[src/rtl/sig_rom_arbiter.sv]
// Round-robin arbiter sharing one sigmoid ROM between numReq requesters; results return with a one-hot tag.
// Optional build macro SIG_ROM_ARB_PERF_EN adds saturating perf_grants / perf_stalls counters.
module sig_rom_arbiter #(
  parameter int numReq    = 4,
  parameter int inWidth   = 10,
  parameter int dataWidth = 16
) (
  input  logic                        clk,
  input  logic                        rst,
  input  logic [numReq-1:0]           req,
  input  logic [numReq*inWidth-1:0]   x_flat,
  output logic [numReq-1:0]           gnt,
  output logic [inWidth-1:0]          rom_x,
  input  logic [dataWidth-1:0]        rom_out,
  output logic [numReq-1:0]           res_valid,
  output logic [dataWidth-1:0]        res_data,
  output logic                        busy
`ifdef SIG_ROM_ARB_PERF_EN
  ,
  output logic [31:0]                 perf_grants,
  output logic [31:0]                 perf_stalls
`endif
);

  // Handshake: gnt[i] is high in the cycle x slice i is sampled; requester may
  // then drop req or present its next x. res_valid[i] is a one-cycle pulse
  // qualifying res_data for requester i, three cycles after its gnt.

  localparam int              TagW    = (numReq > 1) ? $clog2(numReq) : 1;
  localparam logic [TagW-1:0] LastIdx = TagW'(numReq - 1);

  logic [TagW-1:0]      r_ptr;
  logic [TagW-1:0]      r_s1_tag;
  logic [TagW-1:0]      r_s2_tag;
  logic                 r_s1_v;
  logic                 r_s2_v;
  logic [inWidth-1:0]   r_rom_x;
  logic [numReq-1:0]    r_res_valid;
  logic [dataWidth-1:0] r_res_data;

  logic [numReq-1:0]    w_gnt;
  logic [numReq-1:0]    w_tag_onehot;
  logic [TagW-1:0]      w_win;
  logic [TagW-1:0]      w_idx;
  logic                 w_any;
  logic                 w_seen;
  logic                 w_multi;
  logic [inWidth-1:0]   w_x;

  function automatic logic [TagW-1:0] wrap_idx(input logic [TagW-1:0] base, input int unsigned off);
    int unsigned sum;
    sum = 32'(base) + off;
    if (sum >= 32'(numReq)) sum = sum - 32'(numReq);
    return TagW'(sum);
  endfunction

  // Search starts at the pointer and wraps explicitly at numReq-1.
  always_comb begin
    w_gnt = '0;
    w_win = '0;
    w_idx = '0;
    w_any = 1'b0;
    for (int i = 0; i < numReq; i++) begin
      w_idx = wrap_idx(r_ptr, i);
      if (!w_any && req[w_idx]) begin
        w_any = 1'b1;
        w_win = w_idx;
      end
    end
    if (rst) w_any = 1'b0;
    if (w_any) w_gnt[w_win] = 1'b1;
  end

  always_comb begin
    w_x = '0;
    for (int i = 0; i < numReq; i++) begin
      if (w_gnt[i]) w_x = x_flat[i*inWidth +: inWidth];
    end
  end

  always_comb begin
    w_tag_onehot = '0;
    w_tag_onehot[r_s2_tag] = 1'b1;
  end

  always_comb begin
    w_seen  = 1'b0;
    w_multi = 1'b0;
    for (int i = 0; i < numReq; i++) begin
      if (req[i]) begin
        if (w_seen) w_multi = 1'b1;
        w_seen = 1'b1;
      end
    end
  end

  // The ROM registers rom_x one edge after us; stage2 lines up with its data.
  always_ff @(posedge clk) begin
    if (rst) begin
      r_ptr       <= '0;
      r_s1_tag    <= '0;
      r_s2_tag    <= '0;
      r_s1_v      <= 1'b0;
      r_s2_v      <= 1'b0;
      r_rom_x     <= '0;
      r_res_valid <= '0;
      r_res_data  <= '0;
    end else begin
      r_s1_v <= w_any;
      if (w_any) begin
        r_rom_x  <= w_x;
        r_s1_tag <= w_win;
        r_ptr    <= (w_win == LastIdx) ? '0 : w_win + 1'b1;
      end
      r_s2_v      <= r_s1_v;
      r_s2_tag    <= r_s1_tag;
      r_res_valid <= r_s2_v ? w_tag_onehot : '0;
      if (r_s2_v) r_res_data <= rom_out;
    end
  end

  assign gnt       = w_gnt;
  assign rom_x     = r_rom_x;
  assign res_valid = r_res_valid;
  assign res_data  = r_res_data;
  assign busy      = r_s1_v | r_s2_v | (|r_res_valid);

`ifdef SIG_ROM_ARB_PERF_EN
  logic [31:0] r_perf_grants;
  logic [31:0] r_perf_stalls;

  always_ff @(posedge clk) begin
    if (rst) begin
      r_perf_grants <= '0;
      r_perf_stalls <= '0;
    end else begin
      if (w_any && (r_perf_grants != 32'hFFFF_FFFF)) r_perf_grants <= r_perf_grants + 32'd1;
      if (w_multi && (r_perf_stalls != 32'hFFFF_FFFF)) r_perf_stalls <= r_perf_stalls + 32'd1;
    end
  end

  assign perf_grants = r_perf_grants;
  assign perf_stalls = r_perf_stalls;
`else
  logic w_unused_multi;
  assign w_unused_multi = w_multi;
`endif

endmodule

[config.mk]
export PLATFORM = sky130hd
export DESIGN_NAME = sig_rom_arbiter
export DESIGN_NICKNAME = d
export VERILOG_FILES = /design/src/rtl/sig_rom_arbiter.sv
export SDC_FILE = /design/constraint.sdc
export NUM_CORES = 1
export LEC_CHECK = 0
export BUFFER_PORTS_ARGS = -buffer_cell sky130_fd_sc_hd__buf_4
export CAP_MARGIN = 40
export CORE_ASPECT_RATIO = 1.75
export CORE_MARGIN = 4
export CORE_UTILIZATION = 25
export DETAILED_ROUTE_END_ITERATION = 16
export PLACE_DENSITY_LB_ADDON = 0.08
export SLEW_MARGIN = 30
export SYNTH_ARGS = -nofsm -noshare
export SYNTH_HDL_FRONTEND = slang
export SYNTH_SLANG_ARGS = --single-unit
[constraint.sdc]
create_clock -name clk -period 2 [get_ports clk]
set_input_delay 0.3 -clock clk [delete_from_list [all_inputs] [get_ports clk]]
set_output_delay 0.3 -clock clk [all_outputs]
set_load 0.02 [all_outputs]
* Word-level counts from Yosys, hierarchy flattened *
Index checks and enable logic that the tools add are counted.

operators by class
  $add $sub $neg = 8
  order comparisons = 12
  eq/ne operators = 1
  muxes and demuxes = 31
  bitwise logic cells = 3
  reductions and logical operators = 10

operators by type and width
  cell                                                                                  count
  10-bit 2-to-1 mux                                                                     4
  2-bit by 3-bit less-than comparator with 1-bit output (second input constant)         6
  2-bit 2-to-1 mux                                                                      9
  1-bit 2-to-1 mux                                                                      11
  3-bit greater-or-equal comparator (second input constant)                             3
  1-bit binary-select mux with 2-bit select                                             4
  2-bit by 1-bit subtractor with 2-bit output (second input constant)                   4
  2-bit by 2-bit adder with 3-bit output (second input constant)                        2
  1-bit logical AND                                                                     5
  1-bit demux with 2-bit select                                                         2
  2-bit by 1-bit greater-or-equal comparator with 1-bit output (second input constant)  2
  4-bit 2-to-1 mux                                                                      1
  4-bit OR reduction                                                                    1
  2-bit by 1-bit adder with 3-bit output (second input constant)                        1
  2-bit by 3-bit greater-or-equal comparator with 1-bit output (second input constant)  1
  1-bit logical NOT                                                                     3
  2-bit by 1-bit adder with 2-bit output (second input constant)                        1
  2-bit equality test (second input constant)                                           1
  1-bit OR                                                                              2
  2-bit OR reduction                                                                    1
  1-bit NOT                                                                             1

storage, ports and cells
  bits in registers = 38
  input bits = 62
  output and inout port bits = 35
  word-level logic and storage cells = 73

* Depth between registers and ports, before layout *
  word-level depth = 23
  gate-level depth with buffers = 10

* Worst setup path after synthesis *
Ideal clock, no wire load.

  path type = register to register
  from = register r_ptr[1]
  to = register r_rom_x[4], in the netlist rom_x[4]
  arrival time = 1.893 ns
  required time = 1.927 ns
  setup slack = 0.034 ns
  cell stages (with the launch flop) = 11
  buffers on the path = 1
  period minus slack after synthesis = 1.966 ns
  cell sequence = dfxtp_1 -> a21oi_1 -> o21a_1 -> o22ai_1 -> inv_1 -> ha_1 -> or2_1 -> buf_6 -> a221oi_2 -> a211oi_1 -> nor3_2

on the way
  cells in the longest elaborated chain, start to end = 23

ends and longest elaborated chain
  what                                                                                                                                                                RTL line  RTL
  start: declaration                                                                                                                                                  32        logic [TagW-1:0] r_ptr;
  start signal: assignment                                                                                                                                            113       r_ptr <= (w_win == LastIdx) ? '0 : w_win + 1'b1;
  parallel branches: the longest is 13 deep, another holds 2-bit by 1-bit adder with 3-bit output                                                                     n/a
  2-bit 2-to-1 mux *                                                                                                                                                  65        if (!w_any && req[w_idx]) begin
  named net w_win[1]                                                                                                                                                  43        logic [TagW-1:0] w_win;
  2-bit by 3-bit less-than comparator with 1-bit output (implied by the code) / 2-bit by 1-bit greater-or-equal comparator with 1-bit output (equally long branches)  71        if (w_any) w_gnt[w_win] = 1'b1;
  1-bit logical AND (implied by the code)                                                                                                                             71
  1-bit 2-to-1 mux (implied by the code)                                                                                                                              71
  1-bit demux with 2-bit select *                                                                                                                                     71
  4-bit 2-to-1 mux *                                                                                                                                                  71
  10-bit 2-to-1 mux (3 in a row)                                                                                                                                      77        if (w_gnt[i]) w_x = x_flat[i*inWidth +: inWidth];
  10-bit 2-to-1 mux *                                                                                                                                                 77
  end signal: assignment                                                                                                                                              111       r_rom_x <= w_x;
  end: declaration                                                                                                                                                    37        logic [inWidth-1:0] r_rom_x;

Mark *: on every way through the listed nets, which the timed path passes. The select of a mux whose other input is x is not followed.
A chain may end at the register's enable or synchronous reset.

* Final worst setup path *
  from = register r_ptr[1]
  to = output port gnt[2]

on the way
  cells in the longest elaborated chain, start to end = 19

ends and longest elaborated chain
  what                                                                                                                                                                RTL line  RTL
  parallel branches: the longest is 13 deep, another holds 2-bit by 1-bit adder with 3-bit output                                                                     n/a
  2-bit 2-to-1 mux *                                                                                                                                                  65
  named net w_win[1]                                                                                                                                                  43
  2-bit by 3-bit less-than comparator with 1-bit output (implied by the code) / 2-bit by 1-bit greater-or-equal comparator with 1-bit output (equally long branches)  71
  1-bit logical AND (implied by the code)                                                                                                                             71
  1-bit 2-to-1 mux (implied by the code)                                                                                                                              71
  1-bit demux with 2-bit select *                                                                                                                                     71
  4-bit 2-to-1 mux *                                                                                                                                                  71
  end: declaration                                                                                                                                                    12        output logic [numReq-1:0] gnt,

Marks and branches as above.

==> impl_metrics.py <==
metrics = {
    "detailed_routing": {
        "drt_pass1_iterations": 4,
        "drc": 0,
        "drt_iter0_drc": 36,
        "vias": 1860,
        "wire_per_inst_um": 15.09,
        "routed_wl_um": 6155,
        "viasPerCell": 4.559,
        "ant_nets": 0,
    },
    "worst_hold_path": {
        "hold_path_depth": 2,
        "hold_start": "rst",
        "min_path_type": "input port to flop",
        "min_to": "rom_x[4]$_SDFFE_PP0P_",
    },
    "setup_path": {
        "path_class": "flop to output port",
        "critPathMaxStageDelay_ps": 380,
        "cp_max_fo": 6,
        "required_ps": 1700,
        "critPathTopFamily": "compound AO/OA/AOI/OAI gates",
        "regToRegEndpoint": "rom_x[2]$_SDFFE_PP0P_",
        "startpoint_type": "flop",
        "crit_path_top_delay_cell": "dfxtp_4",
        "arrival_ps": 1770,
        "r2r_start": "r_ptr[1]$_SDFFE_PP0P_",
        "crit_start": "r_ptr[1]$_SDFFE_PP0P_",
        "cp-end-kind": "output port",
        "path_buf_inv": 3,
        "r2r_slack_ps": -40,
        "rr_worst_depth": 10,
        "path_cells": "a21oi_2 > o21a_1 > o22ai_2 > inv_2 > ha_4 > buf_12 > and2_4 > buf_6",
    },
    "logic_synthesis": {
        "synth_common_cells": "38 x dfxtp_1, 20 x nor2_1, 17 x mux2i_1, 15 x a21oi_1, 13 x inv_1",
        "synth_area_um2": 1932,
        "synth_edf_count": 0,
        "synthMostInstantiatedCell": "dfxtp_1",
        "yosysTopAreaCellShare_pct": 39.38,
        "yosysWarningCount": 0,
        "ys_ff_latch": 38,
        "async_flop_share_pct": 0,
        "ys_seq_area_share_pct": 39.38,
        "syn_avg_cell_area_um2": 9.659,
        "yosys.area.top_type": "dfxtp_1",
        "syn_inst": 200,
        "synthFlopType": "dfxtp_1",
        "synthesis.nets": 266,
        "synthDistinctLibCells": 30,
        "yosys-top-cells-area": "dfxtp_1 39%, mux2i_1 8.8%, a221oi_2 7.0%, nor3_2 5.2%, a211oi_1 4.3%",
    },
    "clock_tree": {
        "ctsHoldBuffers": 0,
        "cts_root_buffer": "clkbuf_16",
        "cts_sinks": 38,
        "clockBufferDepth": 2,
        "clk_latency_ps": 280,
        "htreeDepth": 2,
        "clkTransAtPathRegs_ps": 60,
        "tritoncts": "built",
        "cts_made_buffers": 5,
    },
    "outcome": {
        "outcome": "complete, but fails checks",
        "violations": "setup timing",
    },
    "die": {
        "fp.dieW_um": 74.45,
        "core-area_um2": 7567,
        "initial_core_util_pct": 25.53,
        "core.rowCount": 42,
        "die_area_um2": 9253,
        "fp.dieH_um": 124.3,
        "ioPinCount": 97,
    },
    "placed_design": {
        "dp_hpwl_um": 4448,
        "postPlaceCellArea_um2": 2846,
        "port_buffers": 96,
        "dp_slack_ps": -76.44,
        "routabilityCongestion": 0.6956,
    },
    "layout": {
        "antenna_cells": 0,
        "drive_gt1_share_pct": 60.94,
        "area_growth_pct": 74.48,
        "fin_area_um2": 3371,
        "nets": 385,
    },
    "global_routing": {
        "grt_max_degree": 34,
        "grt_pass1_wl_um": 9522,
        "overflow": 0,
        "antenna_found_initial": 0,
        "grt_pass1_vias": 1961,
        "track_usage_pct": 13.45,
    },
    "timing": {
        "period_needed_ps": 2067,
        "clock.fmax_mhz": 483.9,
        "period_share_pct": 103.3,
        "rsz0062_at_grt": "true",
        "finalSetupViolations": 6,
        "slew_headroom_pct": 69.96,
        "fin_ws_ps": -66.73,
        "hold_violations": 0,
        "setup_tns_ps": -245.2,
        "fin_worst_skew_ps": 2.780,
        "tightest_slew_ps": 450.0,
        "slew_violations": 0,
    },
    "power_and_ir_drop": {
        "power.density_nw_per_um2": 813.3,
        "ir_drop_v": 0.0003359,
        "p_leak_nw": 1.491,
    },
    "flow_run": {
        "cap_violations": 0,
    },
}
## per-stage QoR
stage	cells	total power [mW]	hold WS (ps)	util, %
after floorplan	200	1.289	421.9	-
after global placement	388	1.636	440.2	37.62
after detailed placement	388	1.638	446.7	37.62
after CTS	406	2.739	205.2	43.70
after global routing	408	2.887	209.2	44.54
final	408	2.741	209.4	44.54
## kinds of logic (layout without fill, tap and decap cells)
family	after synthesis	in the layout	share of synthesized area (%)
and+or+nand+nor	73	73	24.22
AOI/OAI and AO/OA	40	40	17.49
DFF	38	38	39.38
buffers and inverters	28	148	7.513
muxes	17	17	8.808
adders and majority gates	4	4	2.591
## flip-flops by register name, summed over array words and instances, names as in the netlist
name	count
r_ptr	2
r_s1_tag	2
r_s1_v	1
r_s2_tag	2
r_s2_v	1
res_data	16
res_valid	4
rom_x	10
## report_power, final
part           switching, mW  internal, mW
clock network          0.298         0.583
registers             0.0494         0.821
logic                  0.446         0.543
## worst max path at each step
stage	endpoint	slack, ps	cells past startpoint
after floorplan	rom_x[4]$_SDFFE_PP0P_	30	10
after global placement	rom_x[8]$_SDFFE_PP0P_	-130	11
after detailed placement	rom_x[3]$_SDFFE_PP0P_	-80	11
after CTS	gnt[2]	-60	8
after global routing	rom_x[6]$_SDFFE_PP0P_	-120	11
final	gnt[2]	-70	8
## layer usage
metal	GRT usage (%)	vias to the layer above	part of all wire (%)
met4	4.717	0	1.6
li1	-	934	-
met3	2.989	6	6.5
met1	14.31	859	37
met5	0	-	0
met2	24.73	61	55
## final cells by class
type | count | area (µm²)
inverter | 13 | 48.80
multi-input combinational | 134 | 1209
tap | 88 | 110.1
clock buffer | 5 | 125.1
sequential | 38 | 764.5
clock inverter | 3 | 40.04
timing repair buffer | 127 | 1074
fill | 773 | 4197
## repair_timing
action	CTS	global route
pin swaps	14	17
setup buffers	9	2
endpoints found under the hold margin	0	0
endpoints found under the setup margin	11	14
gates cloned	1	0
gates resized for setup	42	7
## layout by cell type (no fill, tap or decap), drive strengths merged
master	count
a211oi	11
a21o	1
a21oi	15
a221oi	10
and2	4
and3	1
buf	126
bufbuf	1
bufinv	1
clkbuf	5
clkinv	2
dfxtp	38
ha	4
inv	13
mux2i	17
nand2	8
nand2b	1
nand3b	10
nor2	30
nor2b	4
nor3	10
nor3b	1
nor4	2
o21a	1
o221ai	1
o22ai	1
or2	1
or4	1
Power figures use the tool's default switching activity.
